### src/rtl/pong_game_ctrl.sv
// rtl/pong_game_ctrl.sv - Pong match sequencer; optional pause state enabled by GAME_PAUSE_EN
module pong_game_ctrl #(
    parameter int WIN_SCORE   = 7,
    parameter int SERVE_TICKS = 60,
    parameter int POINT_TICKS = 90,
    parameter int SCORE_W     = 4
) (
    input  logic               clk,
    input  logic               reset,
    input  logic               refresh_tick,
    input  logic               start_btn,
    input  logic               score_player1,
    input  logic               score_player2,
`ifdef GAME_PAUSE_EN
    input  logic               pause_btn,
`endif
    output logic               ball_reset,
    output logic               ball_tick,
    output logic [SCORE_W-1:0] p1_score,
    output logic [SCORE_W-1:0] p2_score,
    output logic [1:0]         winner,
    output logic [2:0]         state_o
);

    // Counter only ever holds 0..max-1, so clog2(max) bits are enough.
    localparam int MAX_TICKS = (SERVE_TICKS > POINT_TICKS) ? SERVE_TICKS : POINT_TICKS;
    localparam int CNT_W     = (MAX_TICKS > 1) ? $clog2(MAX_TICKS) : 1;

    typedef enum logic [2:0] {
        S_IDLE  = 3'd0,
        S_SERVE = 3'd1,
        S_PLAY  = 3'd2,
        S_POINT = 3'd3,
        S_OVER  = 3'd4
`ifdef GAME_PAUSE_EN
        , S_PAUSED = 3'd5
`endif
    } state_t;

    state_t             state, state_n;
    logic [CNT_W-1:0]   cnt, cnt_n;
    logic [SCORE_W-1:0] p1_n, p2_n, p1_inc, p2_inc;
    logic [1:0]         win_n;
    logic               start_q, s1_q, s2_q;
    logic               start_rise, s1_rise, s2_rise;
`ifdef GAME_PAUSE_EN
    logic               pause_q;
    logic               pause_rise;
    assign pause_rise = pause_btn & ~pause_q;
`endif

    assign start_rise = start_btn & ~start_q;
    assign s1_rise    = score_player1 & ~s1_q;
    assign s2_rise    = score_player2 & ~s2_q;

    // Saturating increments; WIN_SCORE normally stops play long before saturation.
    assign p1_inc = (p1_score == {SCORE_W{1'b1}}) ? p1_score : p1_score + SCORE_W'(1);
    assign p2_inc = (p2_score == {SCORE_W{1'b1}}) ? p2_score : p2_score + SCORE_W'(1);

    // The ball only runs in PLAY; PAUSED releases reset but withholds ticks so it freezes.
`ifdef GAME_PAUSE_EN
    assign ball_reset = (state != S_PLAY) && (state != S_PAUSED);
`else
    assign ball_reset = (state != S_PLAY);
`endif
    assign ball_tick  = refresh_tick && (state == S_PLAY);
    assign state_o    = state;

    // State, counters, scores and edge-detect history.
    always_ff @(posedge clk or negedge reset) begin
        if (!reset) begin
            state    <= S_IDLE;
            cnt      <= '0;
            p1_score <= '0;
            p2_score <= '0;
            winner   <= 2'd0;
            start_q  <= 1'b0;
            s1_q     <= 1'b0;
            s2_q     <= 1'b0;
`ifdef GAME_PAUSE_EN
            pause_q  <= 1'b0;
`endif
        end else begin
            state    <= state_n;
            cnt      <= cnt_n;
            p1_score <= p1_n;
            p2_score <= p2_n;
            winner   <= win_n;
            start_q  <= start_btn;
            s1_q     <= score_player1;
            s2_q     <= score_player2;
`ifdef GAME_PAUSE_EN
            pause_q  <= pause_btn;
`endif
        end
    end

    // Next-state, tick counting and score/winner updates.
    always_comb begin
        state_n = state;
        cnt_n   = cnt;
        p1_n    = p1_score;
        p2_n    = p2_score;
        win_n   = winner;
        case (state)
            S_IDLE: begin
                if (start_rise) begin
                    state_n = S_SERVE;
                    cnt_n   = '0;
                end
            end
            S_SERVE: begin
                if (refresh_tick) begin
                    if (cnt == CNT_W'(SERVE_TICKS - 1)) begin
                        state_n = S_PLAY;
                        cnt_n   = '0;
                    end else begin
                        cnt_n = cnt + CNT_W'(1);
                    end
                end
            end
            S_PLAY: begin
                if (s1_rise && s2_rise) begin
                    // Both flags at once: rally is replayed without scoring.
                    state_n = S_POINT;
                    cnt_n   = '0;
                end else if (s1_rise) begin
                    p1_n  = p1_inc;
                    cnt_n = '0;
                    if (p1_inc == SCORE_W'(WIN_SCORE)) begin
                        state_n = S_OVER;
                        win_n   = 2'd1;
                    end else begin
                        state_n = S_POINT;
                    end
                end else if (s2_rise) begin
                    p2_n  = p2_inc;
                    cnt_n = '0;
                    if (p2_inc == SCORE_W'(WIN_SCORE)) begin
                        state_n = S_OVER;
                        win_n   = 2'd2;
                    end else begin
                        state_n = S_POINT;
                    end
                end
`ifdef GAME_PAUSE_EN
                else if (pause_rise) begin
                    state_n = S_PAUSED;
                    cnt_n   = '0;
                end
`endif
            end
            S_POINT: begin
                if (refresh_tick) begin
                    if (cnt == CNT_W'(POINT_TICKS - 1)) begin
                        state_n = S_SERVE;
                        cnt_n   = '0;
                    end else begin
                        cnt_n = cnt + CNT_W'(1);
                    end
                end
            end
            S_OVER: begin
                if (start_rise) begin
                    state_n = S_SERVE;
                    cnt_n   = '0;
                    p1_n    = '0;
                    p2_n    = '0;
                    win_n   = 2'd0;
                end
            end
`ifdef GAME_PAUSE_EN
            S_PAUSED: begin
                if (pause_rise) begin
                    state_n = S_PLAY;
                    cnt_n   = '0;
                end
            end
`endif
            default: begin
                state_n = S_IDLE;
                cnt_n   = '0;
            end
        endcase
    end

endmodule
### config.mk
export PLATFORM = sky130hd
export DESIGN_NAME = pong_game_ctrl
export DESIGN_NICKNAME = d
export VERILOG_FILES = /design/src/rtl/pong_game_ctrl.sv
export SDC_FILE = /design/constraint.sdc
export NUM_CORES = 1
export LEC_CHECK = 0
export CORE_UTILIZATION = 45
export CTS_CLUSTER_DIAMETER = 60
export DETAILED_ROUTE_END_ITERATION = 16
export MAX_ROUTING_LAYER = met4
export PLACE_DENSITY = 0.78
export SYNTH_ARGS = -nofsm -noshare
export SYNTH_HDL_FRONTEND = slang
export SYNTH_SLANG_ARGS = --single-unit
### constraint.sdc
create_clock -name clk -period 2.7 [get_ports clk]
set_clock_uncertainty 0.05 [all_clocks]
set_input_delay 0.81 -clock clk [delete_from_list [all_inputs] [get_ports clk]]
set_output_delay 0.81 -clock clk [all_outputs]
set_load 0.005 [all_outputs]
==> qor_table.md <==
| Parameter | Reported |
| --- | --- |
| Synthesized instance count | 135 |
| Worst setup path startpoint | state_o[2] |
| Die span in y | 56.4 um |
| Overflow after GRT | 0 |
| Commonest cells after routing, fill and taps aside | dfrtp_1 (23), clkdlybuf4s50_1 (19), o21ai_0 (12) |
| Fillcell total | 247 |
| HP Class | flop to flop |
| Async S/R FF share, synth | 1.00 |
| Overall track demand over capacity in global routing | 0.190 |
| Post-route antenna net violation count | 0 |
| RD Place Congestion | 0.803 |
| Worst path cell trace | nor3b_4 -> buf_4 -> inv_2 -> clkdlybuf4s50_1 |
| Capture instance of the worst register-to-register path | cnt[1] |
| Endpoint kind of the worst setup timing path | output pin |
| Finished Cell Area | 0.00162 mm2 |
| Capture point of the critical path | ball_reset |
| Switching power summed over all nets | 0.353 mW |
| Path type of the worst setup path | flop to output pin |
| Synthesized flop and latch total | 23 |
| Count of clock tree sinks | 23 |
| Final routed DRC violation total | 0 |
| Final hold vios | 0 |
| Maximum fanout along the worst path | 10 |
| EDFF count, synth | 0 |
| Die ar. | 0.00318 mm2 |
| Final count of negative-setup-slack endpoints | 0 |
| Cell at the slowest stage of the critical path | dfrtp_1 |
| Sw frac | 0.331 |
| Drt pass-1 iters | 4 |
| Clock tree from TritonCTS | built |
| Routed via count divided by cell count | 5.80 |
| DIE WIDTH | 56.4 um |
| Primary flip-flop cell chosen by synthesis mapping | dfrtp_1 |
| Placed instance area | 0.00160 mm2 |
| Max Slew Vio Count | 0 |
| Global-route wire length before repair | 4660 um |
| Dominant delay contributor by cell family on the critical path | buffers and inverters |
| Sort of element at the start of the critical path | flop |
| Boundary pin count | 21 |
| Internal cell power | 0.714 mW |
| P per Cell Area | 658 mW/mm2 |
| Result of the run | finished clean |
| Number of instances on the worst hold path | 1 |
| RSZ-0062 raised after global routing | false |
| Peak supply drop | 0.446 mV |
| Pin count of the biggest net entering global routing | 24 |
| H-tree depth | 1 |
| Startpoint of the worst register-to-register path | cnt[0] |
| Area growth syn-to-layout | 21.7% |
| Number of buffers and inverters on the critical path | 3 |
| ANT cells | 0 |
| Achievable clock frequency | 389 MHz |
| Maximum Capacitance Violations | 0 |
| Placeable core region | 0.00278 mm2 |
| Arrival time at the worst endpoint | 1710 ps |
| Nets | 173 |
| Setup TNS | 0 ps |
| Highest cell delay on the worst timing path | 520 ps |
| Fraction of layout instances using a drive strength above 1 | 0.142 |
| Routed vias | 1120 |
| Effective utilization at floorplan | 0.479 |
| Critical Path RT | 1840 ps |
| Average instance area after synthesis | 9.87 um2 |
| Iteration-0 DRC count of the detailed router | 43 |
| Min Tclk post-route | 2570 ps |
| Clock-pin slew of the registers on the worst-case setup and hold paths | 140 ps |
| Count of input and output buffers | 20 |
| Max Root-Sink Buffers | 2 |
| Most common library cell in the layout ignoring fill and taps | dfrtp_1 |
| Relative contribution of sequential cells to total power | 0.489 |
| Post-synthesis cell area | 0.00133 mm2 |
| Syn_nets | 145 |
| Synth warn | 0 |
| Flop2flop setup slack | 570 ps |
| Static Leakage | 0.733 nW |
| Clock Power Share | 0.152 |
| Antenna violations before repair | 0 |
| Number of CTS-inserted buffers | 3 |
| Via count of the first global-routing pass | 1048 |
| Setup Fix Bufs, Post-CTS | 0 |
| Slew margin rel. | 0.719 |
| Detailed-route wire length per cell | 13.9 um |
| Row count | 19 |
| Cells on worst reg2reg path | 6 |
| Root buf cell | clkbuf_4 |
| Total stage count of the critical path | 4 |
| Fraction of power consumed by combinational cells | 0.360 |
| Routed wire length | 2690 um |
| Final period utilization | 0.952 |
| Clock latency on the worst-skew pair | 320 ps |
| Transition time at the pin with the least slew margin | 422 ps |
| Post-synthesis sequential area ratio | 0.432 |
| Number of distinct standard cells referenced by the synthesized netlist | 46 |
| Hpwl dp | 1980 um |
## power groups by stage
stage                     logic [mW]  clock network [mW]  registers (mW)
after floorplan                0.224                   0           0.516
after global placement         0.375                   0           0.522
after detailed placement       0.385                   0           0.527
after CTS                      0.388               0.165           0.520
after global routing           0.421               0.182           0.537
final                          0.384               0.162           0.521
## worst reg2reg max path: cells and delay by family, from the launching register on
| family | cells | cell delay, ps |
|---|---|---|
| flops | 1 | 430 |
| fa+ha+maj | 1 | 230 |
| compound gates | 1 | 70 |
| simple gates | 4 | 1270 |
## metal layers
layer | wire length (um) | global-route usage | up-vias | share of wire
li1 | - | - | 556 | -
met1 | 1320 | 0.251 | 537 | 0.49
met2 | 1260 | 0.303 | 23 | 0.47
met3 | 77 | 0.0276 | 4 | 0.029
met4 | 32 | 0.0627 | 0 | 0.012
met5 | 0 | - | - | 0
## cells by family (layout without fill, tap and decap cells)
group / count (synthesis) / after routing / synth area share
AO/OA/AOI/OAI: 40 / 40 / 0.204
XOR/XNOR: 2 / 2 / 0.0131
adder cells (fa/ha/maj): 4 / 4 / 0.0376
buffers and inverters: 9 / 36 / 0.0357
flip-flops: 23 / 23 / 0.432
multiplexers: 4 / 4 / 0.0329
AND/OR/NAND/NOR: 53 / 53 / 0.245
## synth_stat cells, drive strengths merged (2+ instances only)
| master | instances | area, um2 |
|---|---|---|
| nor2 | 8 | 40.0 |
| nand4 | 2 | 12.5 |
| a21oi | 9 | 52.6 |
| nor2b | 7 | 43.8 |
| nand2 | 6 | 22.5 |
| and2 | 2 | 12.5 |
| nand3 | 7 | 35.0 |
| and3 | 5 | 32.5 |
| mux2 | 3 | 33.8 |
| nand4b | 2 | 17.5 |
| ha | 4 | 50.1 |
| nor3b | 3 | 33.8 |
| or3 | 2 | 12.5 |
| nand2b | 5 | 31.3 |
| o21ai | 13 | 68.8 |
| buf | 3 | 23.8 |
| a22o | 7 | 62.6 |
| o22ai | 2 | 12.5 |
| o21bai | 2 | 15.0 |
| dfrtp | 23 | 576 |
| inv | 5 | 18.8 |
## metrics by stage
| stage | setup slack [ps] | total power [mW] | utilization | std cells | hold slack [ps] |
|---|---|---|---|---|---|
| finish | 129 | 1.07 | 0.583 | 193 | 481 |
| global route | 28.8 | 1.14 | 0.583 | 193 | 526 |
| CTS | 123 | 1.07 | 0.583 | 193 | 489 |
| detailed placement | -57.8 | 0.911 | 0.574 | 189 | 449 |
| global placement | -42.2 | 0.897 | 0.574 | 189 | 446 |
| floorplan | 746 | 0.740 | - | 135 | 439 |
## how the worst min path moves through the flow
stage | end | start | slack (ps)
floorplan | winner[1] | winner[1] | 440
global placement | winner[0] | winner[0] | 450
detailed placement | winner[1] | winner[1] | 450
CTS | winner[1] | winner[1] | 490
global route | winner[0] | winner[0] | 530
finish | winner[1] | winner[1] | 480
## flip-flops by register name (all words and copies together) (netlist names)
register	count
cnt	7
p1_score	4
p2_score	4
s1_q	1
s2_q	1
start_q	1
state_o	3
winner	2
## area by class of cell
cell class / count / area [um2] / share of cell area
sequential: 23 / 576 / 0.355
clock inverter: 1 / 5.00 / 0.00309
multi-input combinational: 103 / 709 / 0.437
inverter: 5 / 18.8 / 0.0116
tap: 31 / 38.8 / 0.0239
clock buffer: 3 / 22.5 / 0.0139
timing repair buffer: 27 / 251 / 0.155
## what timing repair did
action	in CTS	in global routing
gates resized for setup	1	0
setup endpoints to repair	1	0
hold buffers	0	0
No activity file was read; power rests on OpenSTA's default activity.
